**src/rtl/alu_out_serializer.sv**
```systemverilog
// Serializes ALU result words onto a one-bit line: start, data LSB first, optional parity, stop.
// Define ALU_SER_PARITY_EN to insert an even-parity bit after the data bits.
module alu_out_serializer #(
  parameter int unsigned IN_DATA_WIDTH = 16
) (
  input  logic                     clk,
  input  logic                     rst,
  input  logic [IN_DATA_WIDTH-1:0] ALU_OUT,
  input  logic                     OUT_VALID,
  output logic                     TX_OUT,
  output logic                     TX_BUSY,
  output logic                     OVERRUN
);

  localparam int unsigned CntW = (IN_DATA_WIDTH > 1) ? $clog2(IN_DATA_WIDTH) : 1;
  localparam logic [CntW-1:0] LastBit = CntW'(IN_DATA_WIDTH - 1);

  typedef enum logic [2:0] {StIdle, StStart, StData, StParity, StStop} state_e;

  state_e                   state_q, state_d;
  logic [IN_DATA_WIDTH-1:0] shift_q, shift_d;
  logic [IN_DATA_WIDTH-1:0] pend_q, pend_d;
  logic                     pend_valid_q, pend_valid_d;
  logic [CntW-1:0]          cnt_q, cnt_d;
  logic                     tx_q, tx_d;
  logic                     busy_q, busy_d;
  logic                     ovr_q, ovr_d;
  logic                     load;
  logic [IN_DATA_WIDTH-1:0] load_word;
`ifdef ALU_SER_PARITY_EN
  logic                     par_q, par_d;
`endif

  always_comb begin
    state_d      = state_q;
    shift_d      = shift_q;
    cnt_d        = cnt_q;
    pend_d       = pend_q;
    pend_valid_d = pend_valid_q;
    ovr_d        = 1'b0;
    load         = 1'b0;
    load_word    = ALU_OUT;
`ifdef ALU_SER_PARITY_EN
    par_d        = par_q;
`endif

    // Words arriving while a frame is on the line go to the one-entry buffer or are dropped.
    if (OUT_VALID && (state_q != StIdle)) begin
      if (pend_valid_q) begin
        ovr_d = 1'b1;
      end else begin
        pend_d       = ALU_OUT;
        pend_valid_d = 1'b1;
      end
    end

    unique case (state_q)
      StIdle: begin
        if (OUT_VALID) begin
          load      = 1'b1;
          load_word = ALU_OUT;
        end
      end
      StStart: begin
        state_d = StData;
        cnt_d   = '0;
      end
      StData: begin
        if (cnt_q == LastBit) begin
`ifdef ALU_SER_PARITY_EN
          state_d = StParity;
`else
          state_d = StStop;
`endif
        end else begin
          cnt_d   = cnt_q + 1'b1;
          shift_d = shift_q >> 1;
        end
      end
      StParity: state_d = StStop;
      StStop: begin
        // A word captured on this same edge is started directly so no idle gap appears.
        if (pend_valid_q) begin
          load         = 1'b1;
          load_word    = pend_q;
          pend_valid_d = 1'b0;
        end else if (OUT_VALID) begin
          load         = 1'b1;
          load_word    = ALU_OUT;
          pend_valid_d = 1'b0;
        end else begin
          state_d = StIdle;
        end
      end
      default: state_d = StIdle;
    endcase

    if (load) begin
      state_d = StStart;
      shift_d = load_word;
      cnt_d   = '0;
`ifdef ALU_SER_PARITY_EN
      par_d   = ^load_word;
`endif
    end
  end

  // Line outputs are decoded from the next state so they register alongside it.
  always_comb begin
    busy_d = (state_d != StIdle);
    unique case (state_d)
      StStart:  tx_d = 1'b0;
      StData:   tx_d = shift_d[0];
`ifdef ALU_SER_PARITY_EN
      StParity: tx_d = par_q;
`else
      StParity: tx_d = 1'b1;
`endif
      default:  tx_d = 1'b1;
    endcase
  end

  always_ff @(posedge clk) begin
    if (!rst) begin
      state_q      <= StIdle;
      shift_q      <= '0;
      pend_q       <= '0;
      pend_valid_q <= 1'b0;
      cnt_q        <= '0;
      tx_q         <= 1'b1;
      busy_q       <= 1'b0;
      ovr_q        <= 1'b0;
`ifdef ALU_SER_PARITY_EN
      par_q        <= 1'b0;
`endif
    end else begin
      state_q      <= state_d;
      shift_q      <= shift_d;
      pend_q       <= pend_d;
      pend_valid_q <= pend_valid_d;
      cnt_q        <= cnt_d;
      tx_q         <= tx_d;
      busy_q       <= busy_d;
      ovr_q        <= ovr_d;
`ifdef ALU_SER_PARITY_EN
      par_q        <= par_d;
`endif
    end
  end

  assign TX_OUT  = tx_q;
  assign TX_BUSY = busy_q;
  assign OVERRUN = ovr_q;

endmodule

```
**config.mk**
```make
export PLATFORM = sky130hd
export DESIGN_NAME = alu_out_serializer
export DESIGN_NICKNAME = d
export VERILOG_FILES = /design/src/rtl/alu_out_serializer.sv
export SDC_FILE = /design/constraint.sdc
export NUM_CORES = 1
export LEC_CHECK = 0
export CORE_ASPECT_RATIO = 0.5
export CORE_MARGIN = 3
export CORE_UTILIZATION = 47
export DETAILED_ROUTE_END_ITERATION = 8
export PLACE_DENSITY = 0.76
export SKIP_LAST_GASP = 1
export SYNTH_ARGS = -nofsm -noshare
export SYNTH_HDL_FRONTEND = slang
export SYNTH_SLANG_ARGS = --single-unit
```
**constraint.sdc**
```tcl
create_clock -name clk -period 3.5 [get_ports clk]
set_input_delay 0.525 -clock clk [delete_from_list [all_inputs] [get_ports clk]]
set_output_delay 0.525 -clock clk [all_outputs]
set_load 0.05 [all_outputs]
```
==> results.toml, run 1 <==
[outcome]
status = "completed"

[floorplan]
die_w_microns = 101
dieArea_sq_um = 5380
rows = 16
initial_core_util_pct = 51.5
boundaryPins = 22
die_h_microns = 53.4
fp.coreArea_sq_um = 4100

[sta]
rsz0062_at_grt = "no"
holdWs_ns = 0.461
relSlewSlack_pct = 43.8
final.min_clock_period_ns = 2.21
clock-skew-final_ns = 0.00394
setup_tns_ns = 0
final-setup-viol-count = 0
hold_violations = 0
fmax_mhz = 452
tightest_slew_ns = 0.843
fin_crit_sh_pct = 63.1
slew_viol_final = 0

[layout]
final_area_sq_um = 2410
finalNetCount = 280
diodes = 0
area_growth_syn_to_layout_pct = 14.1
layoutNonFillerInstCount = 315
drive_above_1_share_pct = 5.75

[global_route]
overflow = 0
antenna_found_initial = 0
grtUsageTotal_pct = 19.1
grt_max_degree = 56
grt_pass1_wl_mm = 8.03
grt_pass1_vias = 1687

[detailed_routing]
first_iter_violations = 170
num_vias = 1900
first_pass_iters = 4
drc = 0
drt_wl_total_mm = 4.88
final_antenna_net_count = 0
routedWlPerCell_microns = 15.5
via_per_inst = 6.03

[logic_synthesis]
synthCells = 251
synth_common_cells = "43 x dfxtp_1, 38 x nand2_1, 32 x o21ai_0, 21 x nand3_1, 18 x mux2i_1"
synthDistinctLibCells = 37
ys_seq_elements = 43
synth_area_sq_um = 2110
synth_nets = 271
synth-edff-count = 0
synthArstFlopShare_pct = 0
synth_warnings = 0
synth.most_common_cell = "dfxtp_1"
yosysTopAreaCell = "dfxtp_1"
avgSynthCellArea_sq_um = 8.41
yosys-top-cells-area = "dfxtp_1 41%, mux2i_1 8.5%, o21ai_0 7.6%"
ys_seq_area_share_pct = 40.8
synth.top_cell.area_share_pct = 40.8
synth_ff_type = "dfxtp_1"

[critical_path]
cp-end-kind = "flip-flop"
crit_required_ns = 3.69
critPathArrivalTime_ns = 2.40
cp_slowest_cell = "dfxtp_1"
cp_max_fo = 19
max_stage_delay_ns = 0.55
cp-start-kind = "flip-flop"
crit_chain = "buf_4, nor2_1, nand2_1, a311oi_1"
worstSetupPathType = "flip-flop to flip-flop"

[power]
switchingPower_uw = 299
p_int_uw = 737
pwr-share-clk_pct = 30.3
peakVddDrop_uv = 150
leakagePower_nw = 0.823
power.density_nw_per_um2 = 430
p_comb_share_pct = 16.6
sw_frac_of_total_pct = 28.9
p_seq_share_pct = 53.1

[clock_network]
cts_root_buf = "clkbuf_8"
cts_setup_buffers = 0
cts_tree = "done"
clock-sinks = 43
cts_inserted_buffers = 5
postCtsHoldBufs = 0
h-tree-depth = 2
cts_resized = 0
clock_latency_ns = 0.30
cts_buffer_depth = 2
cts.clk_slew.worst_paths_ns = 0.08

[placed_design]
portBuffers = 21
post-dp-hpwl_mm = 3.05
place.gp.congestion = 0.843
dp_cells = 307
place_area_sq_um = 2320

[run]
max_cap_violations = 0

[hold_path]
hp-class = "flip-flop to flip-flop"
area by class of cell:
cell class                      instances  area, sq um
Clock buffer                            6         72.6
Clock inverter                          2         12.5
Fill cell                             374         1690
Inverter                                5         18.8
Multi-Input combinational cell        179         1130
Sequential cell                        43          861
Tap cell                               54         67.6
Timing Repair Buffer                   26          248
metal layers:
| metal | wire length [microns] | part of all wire (%) | GRT usage, % | vias to the layer above |
|---|---|---|---|---|
| met5 | 0 | 0 | 0 | - |
| met3 | 281 | 5.8 | 4.34 | 10 |
| met1 | 2400 | 49 | 26.4 | 899 |
| met2 | 2130 | 44 | 29.6 | 52 |
| met4 | 65 | 1.3 | 5.59 | 0 |
| li1 | - | - | - | 939 |
stage by stage:
| stage | power [mW] | setup slack, ns | util (%) |
|---|---|---|---|
| after detailed placement | 0.732 | 1.27 | 56.6 |
| after global placement | 0.727 | 1.29 | 56.6 |
| final | 1.04 | 1.29 | 58.7 |
| after floorplan | 0.674 | 1.80 | - |
| after global routing | 1.09 | 1.17 | 58.7 |
| after CTS | 1.04 | 1.34 | 58.7 |
placed cells by master (no fill, tap or decap), types with 2 or more instances in the layout:
master / netlist / layout
dfxtp_1: 43 / 43
nand2_1: 38 / 38
o21ai_0: 32 / 32
nand3_1: 21 / 21
clkdlybuf4s50_1: 0 / 21
mux2i_1: 18 / 18
nor3b_1: 15 / 15
a311oi_1: 14 / 14
o31ai_1: 5 / 5
inv_1: 5 / 5
nor2_1: 5 / 5
clkbuf_8: 0 / 5
buf_4: 1 / 5
a21oi_1: 3 / 3
a31oi_1: 3 / 3
a211oi_1: 2 / 2
a21o_1: 2 / 2
nor3_1: 2 / 2
o21a_1: 2 / 2
state kept, by name, indices dropped and copies added, names as in the netlist:
name,flops
state_q,3
cnt_q,4
OVERRUN,1
TX_BUSY,1
pend_valid_q,1
pend_q,16
TX_OUT,1
shift_q,16
power groups by stage:
stage          Clock, mW  Combinational (mW)  Sequential [mW]
6_report           0.314               0.172            0.551
4_1_cts            0.318               0.172            0.550
3_3_place_gp           0               0.167            0.560
2_1_floorplan          0               0.117            0.557
5_1_grt            0.344               0.189            0.555
3_5_place_dp           0               0.171            0.561
logic make-up after synthesis:
family | count (synthesis) | share of synthesized area, %
AND/OR/NAND/NOR | 89 | 21.4
AO/OA/AOI/OAI | 71 | 23.0
flip-flops | 43 | 40.8
buffers and inverters | 29 | 5.75
multiplexers | 18 | 8.53
adder cells (fa/ha/maj) | 1 | 0.592
worst paths after layout:
path	startpoint	end	slack [ns]	depth (start not counted)
worst min-delay path	pend_q[11]	pend_q[11]	0.46	2
worst max register to register	state_q[1]	shift_q[4]	1.29	4
worst min register to register	pend_q[11]	pend_q[11]	0.46	2
worst max-delay path	state_q[1]	shift_q[4]	1.29	4
worst max-delay path, delay by kind of cell (launching register included):
kind                   cells  cell delay [ns]
DFF                        1             0.55
buffers and inverters      1             0.30
and+or+nand+nor            2             0.84
AOI/OAI and AO/OA          1             0.41
No activity file was read; power rests on OpenSTA's default activity.
==> inputs of run 2 (changes only) <==
clock period = 2.2 ns   (was 3.5 ns; I/O delays follow)
==> run 2 against run 1 <==
Compared with the run above:
- clock-buffer cell count fell by 1
- maximum frequency rose by 18%
- non-clock buffer count rose by 3
- clock skew rose by 0.0012 ns
- global-route usage rose by 0.81 points
- power rose by 84%
- die area did not move
- sequential power rose by 58%
- via count rose by 0.74%
- design area rose by 3.6%
- first-iteration DRC count fell by 36%
- utilization rose by 2.1 points
- critical endpoint is now shift_q[9]
- highest routed layer unchanged
==> results.toml, run 2 (synthesis results as in run 1) <==
[layout]
diodes = 0
nFillCells = 355
final-seq-area_sq_um = 861
reg_top3 = "pend_q (16), shift_q (16), cnt_q (4)"
drive_above_1_share_pct = 7.20
multiInputGateArea_sq_um = 1130
layout_common_cells = "43 x dfxtp_1, 38 x nand2_1, 32 x o21ai_0, 21 x nand3_1, 21 x clkdlybuf4s50_1"
utilization_pct = 60.8
mostFrequentLayoutCell = "dfxtp_1"
area_growth_syn_to_layout_pct = 18.2
finalNetCount = 283

[detailed_routing]
first_iter_violations = 109
drc = 0
drt_wl_total_mm = 4.90
via_per_inst = 6.02
first_pass_iters = 5
num_vias = 1914
routedWlPerCell_microns = 15.4
final_antenna_net_count = 0

[floorplan]
rows = 16
boundaryPins = 22
dieArea_sq_um = 5380
die_w_microns = 101
initial_core_util_pct = 51.5
die_h_microns = 53.4
fp.coreArea_sq_um = 4100

[critical_path]
critPathArrivalTime_ns = 2.08
cp_max_fo = 11
critical-path-top-delay-family = "compound AO/OA/AOI/OAI gates"
ff2ff_path_depth = 5
max_stage_delay_ns = 0.48
cp-end-kind = "flip-flop"
path_buf_inv = 1
cp.depth = 5
cp-start-kind = "flip-flop"
cp_slowest_cell = "a311oi_4"
worstSetupPathType = "flip-flop to flip-flop"
crit_required_ns = 2.41
crit_chain = "ha_1, a311oi_4, buf_4, nand3_1, a311oi_1"

[power]
leakagePower_nw = 0.865
sw_frac_of_total_pct = 25.9
peakVddDrop_uv = 345
p_int_mw = 1.41
p_seq_share_pct = 45.9
switchingPower_uw = 493
power.density_nw_per_um2 = 763
p_comb_share_pct = 14.9
pwr-share-clk_pct = 39.2
power_mw = 1.90

[clock_network]
cts.clk_slew.worst_paths_ns = 0.09
cts_inserted_buffers = 5
cts_buffer_depth = 2
clock_latency_ns = 0.30
cts_tree = "done"
cts_root_buf = "clkbuf_8"
h-tree-depth = 2
cts_setup_buffers = 0
cts_resized = 0
postCtsHoldBufs = 0
clock-sinks = 43

[sta]
hold_violations = 0
fmax_mhz = 536
slew_viol_final = 0
relSlewSlack_pct = 58.0
rsz0062_at_grt = "no"
setup_tns_ns = 0
final.min_clock_period_ns = 1.87
final-setup-viol-count = 0
clock-skew-final_ns = 0.00515
tightest_slew_ns = 0.629
fin_crit_sh_pct = 84.8

[global_route]
grtUsageTotal_pct = 19.9
antenna_found_initial = 0
overflow = 0
grt_max_degree = 56
grt_pass1_wl_mm = 8.38
grt_pass1_vias = 1752

[run]
max_cap_violations = 0

[hold_path]
hp-class = "flip-flop to flip-flop"
hold_path_depth = 2

[placed_design]
place.gp.congestion = 0.844
post-dp-hpwl_mm = 3.10
portBuffers = 21

[outcome]
status = "completed"
==> run 2: worst paths after layout <==
path         startpoint    endpoint  slack [ns]
max reg2reg    cnt_q[0]  shift_q[9]        0.33
max            cnt_q[0]  shift_q[9]        0.33
min          pend_q[10]  pend_q[10]        0.46
min reg2reg  pend_q[10]  pend_q[10]        0.46
==> run 2: per-stage QoR <==
step                hold WS [ns]  instance area, sq um  worst slack [ns]  instances
CTS                        0.458                  2500             0.371        318
detailed placement         0.446                  2360             0.384        310
finish                     0.457                  2500             0.333        318
global placement           0.441                  2360             0.491        310
global route               0.471                  2500             0.212        318
floorplan                  0.432                  2110             0.497        251
==> run 2: power by group through the flow <==
stage	Combinational [mW]	Clock, mW	Sequential [mW]
CTS	0.283	0.756	0.872
finish	0.283	0.747	0.873
detailed placement	0.280	0	0.890
global route	0.311	0.792	0.879
global placement	0.272	0	0.889
floorplan	0.187	0	0.886
==> run 2: area by class of cell <==
type | instances | share of cell area (%)
Tap cell | 54 | 2.71
Clock buffer | 5 | 2.76
Multi-Input combinational cell | 179 | 45.3
Clock inverter | 3 | 2.71
Sequential cell | 43 | 34.5
Timing Repair Buffer | 29 | 11.3
Inverter | 5 | 0.752
==> run 2: worst register-to-register path, cell delays in order, from the launching register on <==
cell      delay, ns
dfxtp_1        0.36
ha_1           0.30
a311oi_4       0.48
buf_4          0.26
nand3_1        0.10
a311oi_1       0.28
==> run 2: per-layer routing <==
metal,wire (microns),global-route usage (%)
met5,0,0
met4,8,4.25
met3,382,5.92
met2,2210,32.6
met1,2290,26.1
==> inputs of run 3 (changes only) <==
PLACE_DENSITY = 0.79   (was 0.76)
clock period = 1.5 ns   (was 2.2 ns; I/O delays follow)
==> run 3 against run 2 <==
Compared with the run above:
- the run now ends with setup timing left
- non-clock buffer count is 20 higher
- power up 54%
- combinational power increased by 92%
- worst setup slack worse by 0.41 ns
- sequential share of layout area shrank 3.8 points
- critical path depth unchanged
- largest cell class unchanged
- clock skew is 0.0019 ns higher
==> results.toml, run 3 (synthesis results as in run 1) <==
[outcome]
status = "finished with violations"
violations = "setup timing"

[global_route]
overflow = 0
grtUsageTotal_pct = 22.0
antenna_found_initial = 0
grt_max_degree = 47
grt_pass1_wl_mm = 9.25
grt_pass1_vias = 1878

[clock_network]
h-tree-depth = 2
clock_latency_ns = 0.30
cts.clk_slew.worst_paths_ns = 0.09
cts_tree = "done"
cts_buffer_depth = 2
cts_root_buf = "clkbuf_8"
clock-sinks = 43
postCtsHoldBufs = 0
cts_inserted_buffers = 5

[power]
power.density_nw_per_um2 = 1040
peakVddDrop_uv = 547
leakagePower_nw = 0.992

[detailed_routing]
routedWlPerCell_microns = 17.5
via_per_inst = 6.14
first_pass_iters = 4
drt_wl_total_mm = 5.93
first_iter_violations = 178
num_vias = 2074
final_antenna_net_count = 0
drc = 0

[critical_path]
cp_slowest_cell = "a311oi_4"
cp-end-kind = "flip-flop"
cp_max_fo = 3
crit_required_ns = 1.72
worstSetupPathType = "flip-flop to flip-flop"
critPathArrivalTime_ns = 1.80
crit_chain = "ha_4, a311oi_4, buf_4, a32oi_2, a221oi_2"
cp-start-kind = "flip-flop"
max_stage_delay_ns = 0.41
ff2ff_path_depth = 5

[placed_design]
post-dp-hpwl_mm = 3.58
place_area_sq_um = 2520
place.gp.congestion = 0.846
dp_cells = 327
portBuffers = 21

[floorplan]
rows = 16
fp.coreArea_sq_um = 4100
boundaryPins = 22
initial_core_util_pct = 51.5
die_w_microns = 101
dieArea_sq_um = 5380
die_h_microns = 53.4

[hold_path]
hold_path_depth = 2
hp-class = "flip-flop to flip-flop"

[layout]
final-seq-area_sq_um = 868
reg_top3 = "pend_q (16), shift_q (16), cnt_q (4)"
nFillCells = 319
finalNetCount = 303
diodes = 0
layoutNonFillerInstCount = 338
final_area_sq_um = 2830
layout_common_cells = "38 x nand2_1, 37 x dfxtp_1, 29 x o21ai_0, 25 x buf_4"
multiInputGateArea_sq_um = 1270
area_growth_syn_to_layout_pct = 33.8
mostFrequentLayoutCell = "nand2_1"
drive_above_1_share_pct = 25.7

[sta]
relSlewSlack_pct = 69.4
hold_violations = 0
final.min_clock_period_ns = 1.58
final-setup-viol-count = 10
fmax_mhz = 632
fin_ws_ns = -0.0811
fin_crit_sh_pct = 105
setup_tns_ns = -0.244
rsz0062_at_grt = "yes"
slew_viol_final = 0
tightest_slew_ns = 0.458
clock-skew-final_ns = 0.00706

[run]
max_cap_violations = 0
[run 3: worst paths after layout]
check,startpoint,end,slack [ns]
worst min register to register,pend_q[1],pend_q[1],0.46
worst max register to register,cnt_q[0],shift_q[0],-0.08
worst min-delay path,pend_q[1],pend_q[1],0.46
worst max-delay path,cnt_q[0],shift_q[0],-0.08
[run 3: worst max-delay path: cells and delay by family, from the launching register on]
kind	cells	cell delay (ns)
buffers and inverters	1	0.21
flip-flops	1	0.34
AO/OA/AOI/OAI	3	0.77
adder cells (fa/ha/maj)	1	0.17
[run 3: report_power, final]
group	internal [mW]	total [mW]	switching, mW
registers	1.22	1.29	0.0641
clock network	0.664	1.10	0.438
logic	0.248	0.544	0.296
total	2.14	2.93	0.798
[run 3: repair_timing]
action / CTS / global route
endpoints found under the hold margin: 0 / 0
pin swaps: 2 / 29
setup endpoints to repair: 32 / 20
setup buffers: 0 / 2
gates cloned: 1 / 0
gates resized for setup: 7 / 29
[run 3: layout make-up]
type                            instances  area share, %
Inverter                                5          0.664
Sequential cell                        43           30.7
Clock buffer                            5           2.43
Timing Repair Buffer                   49           16.3
Multi-Input combinational cell        179           45.1
Clock inverter                          3           2.39
Tap cell                               54           2.39
[run 3: per-stage QoR]
stage	util [%]	setup WS, ns	total power, mW	hold slack, ns
floorplan	-	-0.0126	1.57	0.367
global placement	61.4	-0.0479	1.75	0.438
detailed placement	61.4	-0.137	1.77	0.450
CTS	65.4	0.00821	2.86	0.462
global route	68.9	-0.106	3.02	0.476
finish	68.9	-0.0811	2.93	0.464
[run 3: layer usage]
metal / track usage, % / part of all wire (%) / up-vias
met5: 0 / 0 / -
met4: 6.71 / 1.7 / 0
met3: 4.87 / 6.3 / 9
met2: 35.9 / 47 / 71
met1: 29.2 / 45 / 1013
li1: - / - / 981
